<file path="src/rtl/gated_edge_counter_pkg.sv">
// ---------------------------------------------------------------------------
// gated_edge_counter_pkg
//   Shared constants for the frequency-counter datapath: default clock and
//   UART rates, default gate/detect windows, count width, FSM state encoding
//   and the saturating-increment helper used by the edge counter.
// ---------------------------------------------------------------------------
package gated_edge_counter_pkg;

  // System-level defaults
  localparam int unsigned CLK_FREQ_HZ      = 25_000_000;
  localparam int unsigned BAUD_DEF         = 115_200;
  localparam int unsigned GATE_CYCLES_DEF  = CLK_FREQ_HZ;
  localparam int unsigned DET_CYCLES_DEF   = CLK_FREQ_HZ / 10;
  localparam int unsigned SYNC_STAGES_DEF  = 2;

  // Edge count word
  localparam int unsigned        COUNT_W   = 32;
  localparam logic [COUNT_W-1:0] COUNT_MAX = '1;

  // Measurement FSM states
  typedef enum logic {
    ST_ARM  = 1'b0,
    ST_GATE = 1'b1
  } state_t;

  // Add one when inc is set, sticking at the all-ones ceiling instead of wrapping.
  function automatic logic [COUNT_W-1:0] sat_inc(input logic [COUNT_W-1:0] v,
                                                 input logic               inc);
    return (inc && (v != COUNT_MAX)) ? (v + COUNT_W'(1)) : v;
  endfunction

endpackage

</file>
<file path="src/rtl/sync_edge_detect.sv">
// ---------------------------------------------------------------------------
// sync_edge_detect
//   Brings an asynchronous input into the i_Clk domain through a chain of
//   SYNC_STAGES flops, keeps one more flop of history and flags the rising
//   edge of the synchronised level. Reusable for buttons and PMOD inputs.
// Ports
//   i_Clk    in  1  system clock
//   rst      in  1  synchronous active-high reset, clears chain and history
//   d_async  in  1  raw asynchronous input
//   o_level  out 1  synchronised level (last chain flop)
//   o_rise   out 1  high for one cycle when o_level goes 0 -> 1
// ---------------------------------------------------------------------------
module sync_edge_detect #(
  parameter int unsigned SYNC_STAGES = 2
) (
  input  logic i_Clk,
  input  logic rst,
  input  logic d_async,
  output logic o_level,
  output logic o_rise
);

  logic [SYNC_STAGES-1:0] sync_q;
  logic                   prev_q;

  // Metastability chain plus one sample of history for edge detection
  always_ff @(posedge i_Clk) begin
    if (rst) begin
      sync_q <= '0;
      prev_q <= 1'b0;
    end else begin
      sync_q <= {sync_q[SYNC_STAGES-2:0], d_async};
      prev_q <= sync_q[SYNC_STAGES-1];
    end
  end

  assign o_level = sync_q[SYNC_STAGES-1];

  // Decoded purely from flops, so it is glitch-free within the cycle
  assign o_rise = sync_q[SYNC_STAGES-1] & ~prev_q;

endmodule

</file>
<file path="src/rtl/gated_edge_counter.sv">
// ---------------------------------------------------------------------------
// gated_edge_counter
//   Measurement front end of the frequency counter. Synchronises freq_in,
//   counts its rising edges over back-to-back windows of GATE_CYCLES clocks,
//   and publishes one saturating 32-bit count per window with a single-cycle
//   strobe. A retriggerable timeout reports whether the input is toggling.
// Ports
//   i_Clk          in  1   system clock
//   rst            in  1   synchronous active-high reset
//   freq_in        in  1   asynchronous signal under measurement
//   count_out      out 32  edges counted in the last completed window
//   count_valid    out 1   one-cycle pulse when count_out is updated
//   signal_detect  out 1   an edge was seen within the last DET_CYCLES cycles
//   gate_active    out 1   high while windows are being counted
// ---------------------------------------------------------------------------
module gated_edge_counter
  import gated_edge_counter_pkg::*;
#(
  parameter int unsigned CLK_FREQ    = CLK_FREQ_HZ,
  parameter int unsigned GATE_CYCLES = CLK_FREQ,
  parameter int unsigned DET_CYCLES  = CLK_FREQ / 10,
  parameter int unsigned SYNC_STAGES = SYNC_STAGES_DEF
) (
  input  logic               i_Clk,
  input  logic               rst,
  input  logic               freq_in,
  output logic [COUNT_W-1:0] count_out,
  output logic               count_valid,
  output logic               signal_detect,
  output logic               gate_active
);

  localparam int unsigned GATE_W = $clog2(GATE_CYCLES);
  localparam int unsigned DET_W  = $clog2(DET_CYCLES);
  localparam int unsigned ARM_W  = $clog2(SYNC_STAGES + 2);

  localparam logic [GATE_W-1:0] GATE_LAST = GATE_W'(GATE_CYCLES - 1);
  localparam logic [DET_W-1:0]  DET_LOAD  = DET_W'(DET_CYCLES - 1);
  // Stay armed until the chain and the history flop both hold real input,
  // so a level that is already high at reset exit never looks like an edge.
  localparam logic [ARM_W-1:0]  ARM_LAST  = ARM_W'(SYNC_STAGES + 1);

  state_t             state;
  logic [ARM_W-1:0]   arm_cnt;
  logic [GATE_W-1:0]  gate_cnt;
  logic [DET_W-1:0]   det_cnt;
  logic [COUNT_W-1:0] edge_cnt;
  logic               rise;
  logic               unused_level;

  // Input synchroniser and rising-edge detector
  sync_edge_detect #(
    .SYNC_STAGES (SYNC_STAGES)
  ) u_sync (
    .i_Clk   (i_Clk),
    .rst     (rst),
    .d_async (freq_in),
    .o_level (unused_level),
    .o_rise  (rise)
  );

  // Arm/gate FSM with window, edge and presence counters
  always_ff @(posedge i_Clk) begin
    if (rst) begin
      state         <= ST_ARM;
      arm_cnt       <= '0;
      gate_cnt      <= '0;
      edge_cnt      <= '0;
      det_cnt       <= '0;
      count_out     <= '0;
      count_valid   <= 1'b0;
      signal_detect <= 1'b0;
      gate_active   <= 1'b0;
    end else begin
      count_valid <= 1'b0;

      case (state)
        ST_ARM: begin
          // Edges are ignored here; the detector output is not yet trustworthy
          if (arm_cnt == ARM_LAST) begin
            state       <= ST_GATE;
            gate_active <= 1'b1;
            gate_cnt    <= '0;
            edge_cnt    <= '0;
          end else begin
            arm_cnt <= arm_cnt + ARM_W'(1);
          end
        end

        ST_GATE: begin
          if (gate_cnt == GATE_LAST) begin
            // An edge on the terminal cycle closes out with this window; the
            // next window starts on the following cycle with no dead time.
            count_out   <= sat_inc(edge_cnt, rise);
            count_valid <= 1'b1;
            gate_cnt    <= '0;
            edge_cnt    <= '0;
          end else begin
            gate_cnt <= gate_cnt + GATE_W'(1);
            edge_cnt <= sat_inc(edge_cnt, rise);
          end

          // Retriggerable presence timeout; drops the cycle after it empties
          if (rise) begin
            det_cnt       <= DET_LOAD;
            signal_detect <= 1'b1;
          end else if (det_cnt != '0) begin
            det_cnt <= det_cnt - DET_W'(1);
          end else begin
            signal_detect <= 1'b0;
          end
        end

        default: begin
          state       <= ST_ARM;
          arm_cnt     <= '0;
          gate_active <= 1'b0;
        end
      endcase
    end
  end

endmodule

</file>
<file path="config.mk">
export PLATFORM = sky130hd
export DESIGN_NAME = gated_edge_counter
export DESIGN_NICKNAME = d
export VERILOG_FILES = /design/src/rtl/gated_edge_counter_pkg.sv /design/src/rtl/sync_edge_detect.sv /design/src/rtl/gated_edge_counter.sv
export SDC_FILE = /design/constraint.sdc
export NUM_CORES = 1
export LEC_CHECK = 0
export CORE_MARGIN = 10
export CORE_UTILIZATION = 58
export CTS_CLUSTER_SIZE = 14
export DETAILED_ROUTE_END_ITERATION = 10
export GPL_ROUTABILITY_DRIVEN = 0
export PLACE_DENSITY = 0.78
export RECOVER_POWER = 50
export SETUP_SLACK_MARGIN = 0.5
export SYNTH_ARGS = -nofsm -noshare
export SYNTH_HDL_FRONTEND = slang
export SYNTH_SLANG_ARGS = --single-unit
</file>
<file path="constraint.sdc">
create_clock -name i_Clk -period 7.35 [get_ports i_Clk]
set_clock_uncertainty 0.05 [all_clocks]
set_input_delay 1.47 -clock i_Clk [delete_from_list [all_inputs] [get_ports i_Clk]]
set_output_delay 1.47 -clock i_Clk [all_outputs]
set_load 0.005 [all_outputs]
</file>
==> metrics, run 1 <==
Clock Power Share=39.8%; Final Hold Vio Count=0; Switch Pwr=0.694 mW; antenna-violating nets left=0; Clock Latency Late Sink=around 0.54 ns; post-route setup slack=3.18 ns; most common cell after layout, fill and taps aside=dfxtp_1; vias per cell=6.62; worst-path maximum fanout=33; Ys Warns=0; Worst VDD drop=228 µV; RSZ-0062 raised after global routing=no; Final min period=~4.2 ns; post-DP HPWL=about 11000 µm; share of cells above drive strength 1=6.23%; startpoint types=input pin; Hold Buf Count CTS=0; CTS Sinks=120; Async SR Flop Fraction=0%; Gates resized, CTS repair=0; failing checks=capacitance limit, slew limit; data required time of the critical path=7.72 ns; worst slack, placed=2.70 ns; Most used DFF post-synth=dfxtp_1; diode count=0; clk buf depth=2; crit path kind=in -> reg; commonest non-fill, non-tap cells in the layout=120 x dfxtp_1, 76 x nand2_1, 51 x o21ai_0; Max-Cap Viols=2; HP Class=reg -> reg; first-pass GRT wire length=roughly 27000 µm; Area Overhead vs Synth=15.0%; register area share after synthesis=38.6%; Power Density=288 nW/µm²; DR vias=6103; Cell Count, Final, Fillers Out=slightly above 900; CTS Buf Count=17; postcts setup bufs=0; Leakage=2.51 nW; Max Clock Freq=240 MHz; # setup viols final=0; final WL=around 16000 µm; Starting Density=between 50% and 60%; Mapped Cells=around 760; outcome=finished with violations; count of pins over their slew limit=46; CTS tree=yes; remaining global-route overflow=0; Mapped Area=6220 µm²; slew margin rel.=-12.3%; CP arrival=4.54 ns; Post-synth EDFFs=0; Die Area=~15000 µm²; core box area=slightly above 10000 µm²; syn_nets=771; final period utilization=56.7%; Avg WL per Cell=17.7 µm; die height=between 100 and 150 µm; switching share of power=33.6%; Residual DRC=0; final core occ=69.0%; Comb pwr share=24.9%; post-synth cell types=65; vias in the first global route=5743; Rows=37; Critical Path Sink Type=flop; Final nets=780; initial antenna violation count=0; Yosys reg bits=120; Syn Area/Cell=8.14 µm²; total negative slack=0 ns; Layout fillers=828; largest net degree at the start of global routing=60; I/O Buffers=37; worst slew pin tran=1.66 ns; Cells after DPL=890; Horiz. Die Dim=124 µm; Top-Level Pins=38; drt pass-1 iters=6; Int Pwr=1.37 mW; clk slew on worst S/H paths=0.06 ns; H-tree Lvls=4; initial DRC count=578; Reg2Reg Depth=5; GRT Total Usage=21.5%; clock root buffer=clkbuf_8; hold path depth=1; proportion of power drawn by flip-flops and latches=35.3%
[synthesized netlist by cell type (21+ instances only)]
master    number  area (µm²)
dfxtp_1      120        2400
nand2_1       76         285
o21ai_0       51         255
nand3_1       45         225
a21oi_1       41         205
clkbuf_1      36         135
a31oi_1       35         219
nor2_1        29         109
inv_1         24        90.1
nor3_1        24         120
or4_1         24         180
xnor2_1       22         193
nand4_1       21         131
[layout make-up]
cell class | count | area, µm² | area share (%)
inverters | 24 | 90.1 | 1.26
repair buffers | 41 | 397 | 5.54
multi-input cells | 569 | 3510 | 49.1
clock inverters | 8 | 92.6 | 1.29
flip-flops and latches | 120 | 2400 | 33.6
clock buffers | 24 | 490 | 6.85
well taps | 136 | 170 | 2.38
[per-layer routing]
layer	share of wire, %	global-route usage, %
met3	7.6	4.88
met1	41	25.1
met2	49	35.8
met4	2.7	12.0
met5	0	0
[sequential cells by signal, summed over array words and instances, names as in the netlist]
| name | cells |
|---|---|
| count_valid | 1 |
| det_cnt | 22 |
| signal_detect | 1 |
| gate_active | 1 |
| gate_cnt | 25 |
| edge_cnt | 32 |
| u_sync.prev_q | 1 |
| arm_cnt | 2 |
| state | 1 |
| u_sync.sync_q | 2 |
| count_out | 32 |
[stage by stage]
stage               total power [mW]  hold WS [ns]  cell area [µm²]
finish                          2.06         0.389             7160
global route                    2.15         0.405             7160
detailed placement              1.26         0.378             6600
global placement                1.24         0.377             6600
CTS                             2.08         0.394             7180
floorplan                       1.14         0.364             6220
[critical path, stage by stage]
cell and delay, ns:
dlygate4sd3_1 1.24, inv_1 0.25, nand2_1 0.21, a21o_1 0.81
o21ai_0 0.28, a32o_1 0.26
[final timing paths]
| path | start | endpoint | slack, ns |
|---|---|---|---|
| setup / recovery | rst | edge_cnt[1]$_SDFFE_PP0N_ | 3.18 |
| hold / removal | u_sync.sync_q[0]$_SDFF_PP0_ | u_sync.sync_q[1]$_SDFF_PP0_ | 0.39 |
| setup reg to reg | det_cnt[16]$_SDFFE_PP0P_ | det_cnt[5]$_SDFFE_PP0P_ | 4.10 |
| hold reg to reg | u_sync.sync_q[0]$_SDFF_PP0_ | u_sync.sync_q[1]$_SDFF_PP0_ | 0.39 |
[power by group through the flow]
stage / sequential, mW / combinational (mW) / clock, mW
after floorplan: 0.725 / 0.414 / 0
after global placement: 0.737 / 0.503 / 0
after detailed placement: 0.740 / 0.521 / 0
after CTS: 0.727 / 0.530 / 0.825
after global routing: 0.734 / 0.565 / 0.854
final: 0.728 / 0.515 / 0.820
[cells by family after synthesis]
kind of cell / after synthesis / synth area share [%]
simple gates: 320 / 28.5
buf+inv: 75 / 4.91
fa+ha+maj: 4 / 0.805
xor+xnor: 24 / 3.38
flops: 120 / 38.6
mux: 7 / 1.15
compound gates: 214 / 22.7
Power figures use the tool's default switching activity.
==> run 2: changes to the inputs <==
CORE_UTILIZATION = 54   (was 58)
PLACE_DENSITY = 0.76   (was 0.78)
clock period = 3.49 ns   (was 7.35 ns; I/O delays follow)
==> run 2 against run 1 <==
  * The flow now finishes without violations
  * Total power increased by 120%
  * First-iteration DRC count increased by 5.4%
  * Highest routed layer unchanged
  * Utilization decreased by 5.1 points
  * Sequential share of layout area decreased by 0.53 points
  * Critical path type unchanged
  * Critical path depth unchanged
  * Via count increased by 0.43%
  * Combinational power increased by 120%
  * Setup slack got worse by 2.5 ns
  * Sequential cell count unchanged
  * Largest power group unchanged
==> metrics, run 2 (synthesis results as in run 1) <==
outcome=finished, final reports clean; Max Clock Freq=between 300 and 400 MHz; CTS Sinks=120; post-DP HPWL=11100 µm; final core occ=a little under two thirds; Starting Density=54.7%; Leakage=2.57 nW; I/O Buffers=37; FF-to-FF Start=gate_cnt[17]$_SDFFE_PP0N_; count of pins over their slew limit=0; postcts setup bufs=0; Power Density=623 nW/µm²; Worst VDD drop=461 µV; terminus of the critical flop-to-flop path=edge_cnt[1]$_SDFFE_PP0N_; commonest non-fill, non-tap cells in the layout=120 x dfxtp_1, 76 x nand2_1, 51 x o21ai_0; Horiz. Die Dim=127 µm; vias per cell=around 6.5; Critical Path Sink Type=flop; hold path depth=2; Worst Hold Margin=between 0.3 and 0.4 ns; CP max stage cell=clkbuf_1; Top-Level Pins=38; Avg WL per Cell=17.7 µm; Largest regs=count_out x32, edge_cnt x32, gate_cnt x25; hold wc startpoint=count_out[1]$_SDFFE_PP0P_; RSZ-0062 raised after global routing=no; diode count=0; Cells after DPL=between 900 and 1000; startpoint types=input pin; first-pass GRT wire length=27000 µm; H-tree Lvls=4; most common cell after layout, fill and taps aside=dfxtp_1; clock root buffer=clkbuf_16; Reg2Reg Depth=5; initial antenna violation count=0; hold endpoint=count_out[1]$_SDFFE_PP0P_; clk buf depth=2; worst slew pin tran=approximately 1.2 ns; Area Overhead vs Synth=16.9%; share of cells above drive strength 1=7.19%; final period utilization=slightly above 80%; GRT Total Usage=slightly below 20%; CTS tree=yes; vias in the first global route=5529; HP Class=reg -> reg; largest net degree at the start of global routing=60; DR vias=6129; # setup viols final=0; critical-path cell list=dlygate4sd3_1, clkbuf_1, nor2_1, clkbuf_2, a21oi_1, o21bai_1; FF-to-FF setup slack=0.66 ns; Final min period=2.85 ns; core box area=about 11000 µm²; Cell Count, Final, Fillers Out=936; Rows=39; data required time of the critical path=3.74 ns; Hold Buf Count CTS=0; Max-Cap Viols=0; Final Hold Vio Count=0; CP max stage delay=between 0.9 and 1 ns; slew margin rel.=19.3%; clk slew on worst S/H paths=about 0.05 ns; CTS Buf Count=17; Clock Latency Late Sink=0.43 ns; worst-path maximum fanout=27; Die Area=between 15000 and 20000 µm²; final WL=approximately 17000 µm; antenna-violating nets left=0; Final nets=787; initial DRC count=a little over 600; crit path kind=in -> reg; Residual DRC=0; total negative slack=0 ns; Gates resized, CTS repair=0; drt pass-1 iters=5; die height=127 µm; CP arrival=3.10 ns; remaining global-route overflow=0
==> run 2: changes by cell type in the layout (fill, tap and decap cells not counted), sizes merged <==
cell,change
buf,+5
bufinv,+1
clkbuf,+2
clkinvlp,-1
==> run 2: area by class of cell <==
type                    count  area [µm²]
fillers                   994        4100
multi-input cells         569        3530
clock buffers              24         512
flip-flops and latches    120        2400
repair buffers             48         443
clock inverters             8         115
inverters                  24        90.1
well taps                 143         179
==> run 2: where the power goes <==
part           total [mW]  switching (mW)  internal (mW)
Sequential           1.52          0.0738           1.45
Clock                1.86           0.628           1.23
Combinational        1.15           0.777          0.373
Total                4.53            1.48           3.05
==> run 2: metal layers <==
layer  part of all wire, %  global-route usage, %  wire length, µm  up-vias
li1                      -                      -                -     2941
met1                    42                   24.1             6990     2917
met2                    48                   32.1             8010      237
met3                   7.3                   5.71             1210       34
met4                   2.0                   8.37              327        0
met5                     0                      0                0        -
==> run 2: critical path: cells and delay by family <==
| family | cells | cell delay [ns] |
|---|---|---|
| compound gates | 2 | 0.36 |
| buf+inv | 3 | 1.90 |
| simple gates | 1 | 0.15 |
==> run 2: how the worst max path moves through the flow <==
stage                                   start                    endpoint  depth (start not counted)
global placement                          rst    edge_cnt[1]$_SDFFE_PP0N_                          6
global route        gate_cnt[17]$_SDFFE_PP0N_   edge_cnt[28]$_SDFFE_PP0N_                          5
finish                                    rst   gate_cnt[16]$_SDFFE_PP0N_                          6
detailed placement                        rst    edge_cnt[1]$_SDFFE_PP0N_                          6
CTS                 gate_cnt[17]$_SDFFE_PP0N_    edge_cnt[1]$_SDFFE_PP0N_                          5
floorplan           edge_cnt[11]$_SDFFE_PP0N_  count_out[31]$_SDFFE_PP0P_                          7
==> run 2: per-stage QoR <==
step	instance area (µm²)	worst slack [ns]	total power, mW
floorplan	6220	1.18	2.40
global placement	6650	0.584	2.62
detailed placement	6650	0.481	2.66
CTS	7280	0.699	4.50
global route	7270	0.431	4.71
finish	7270	0.642	4.53
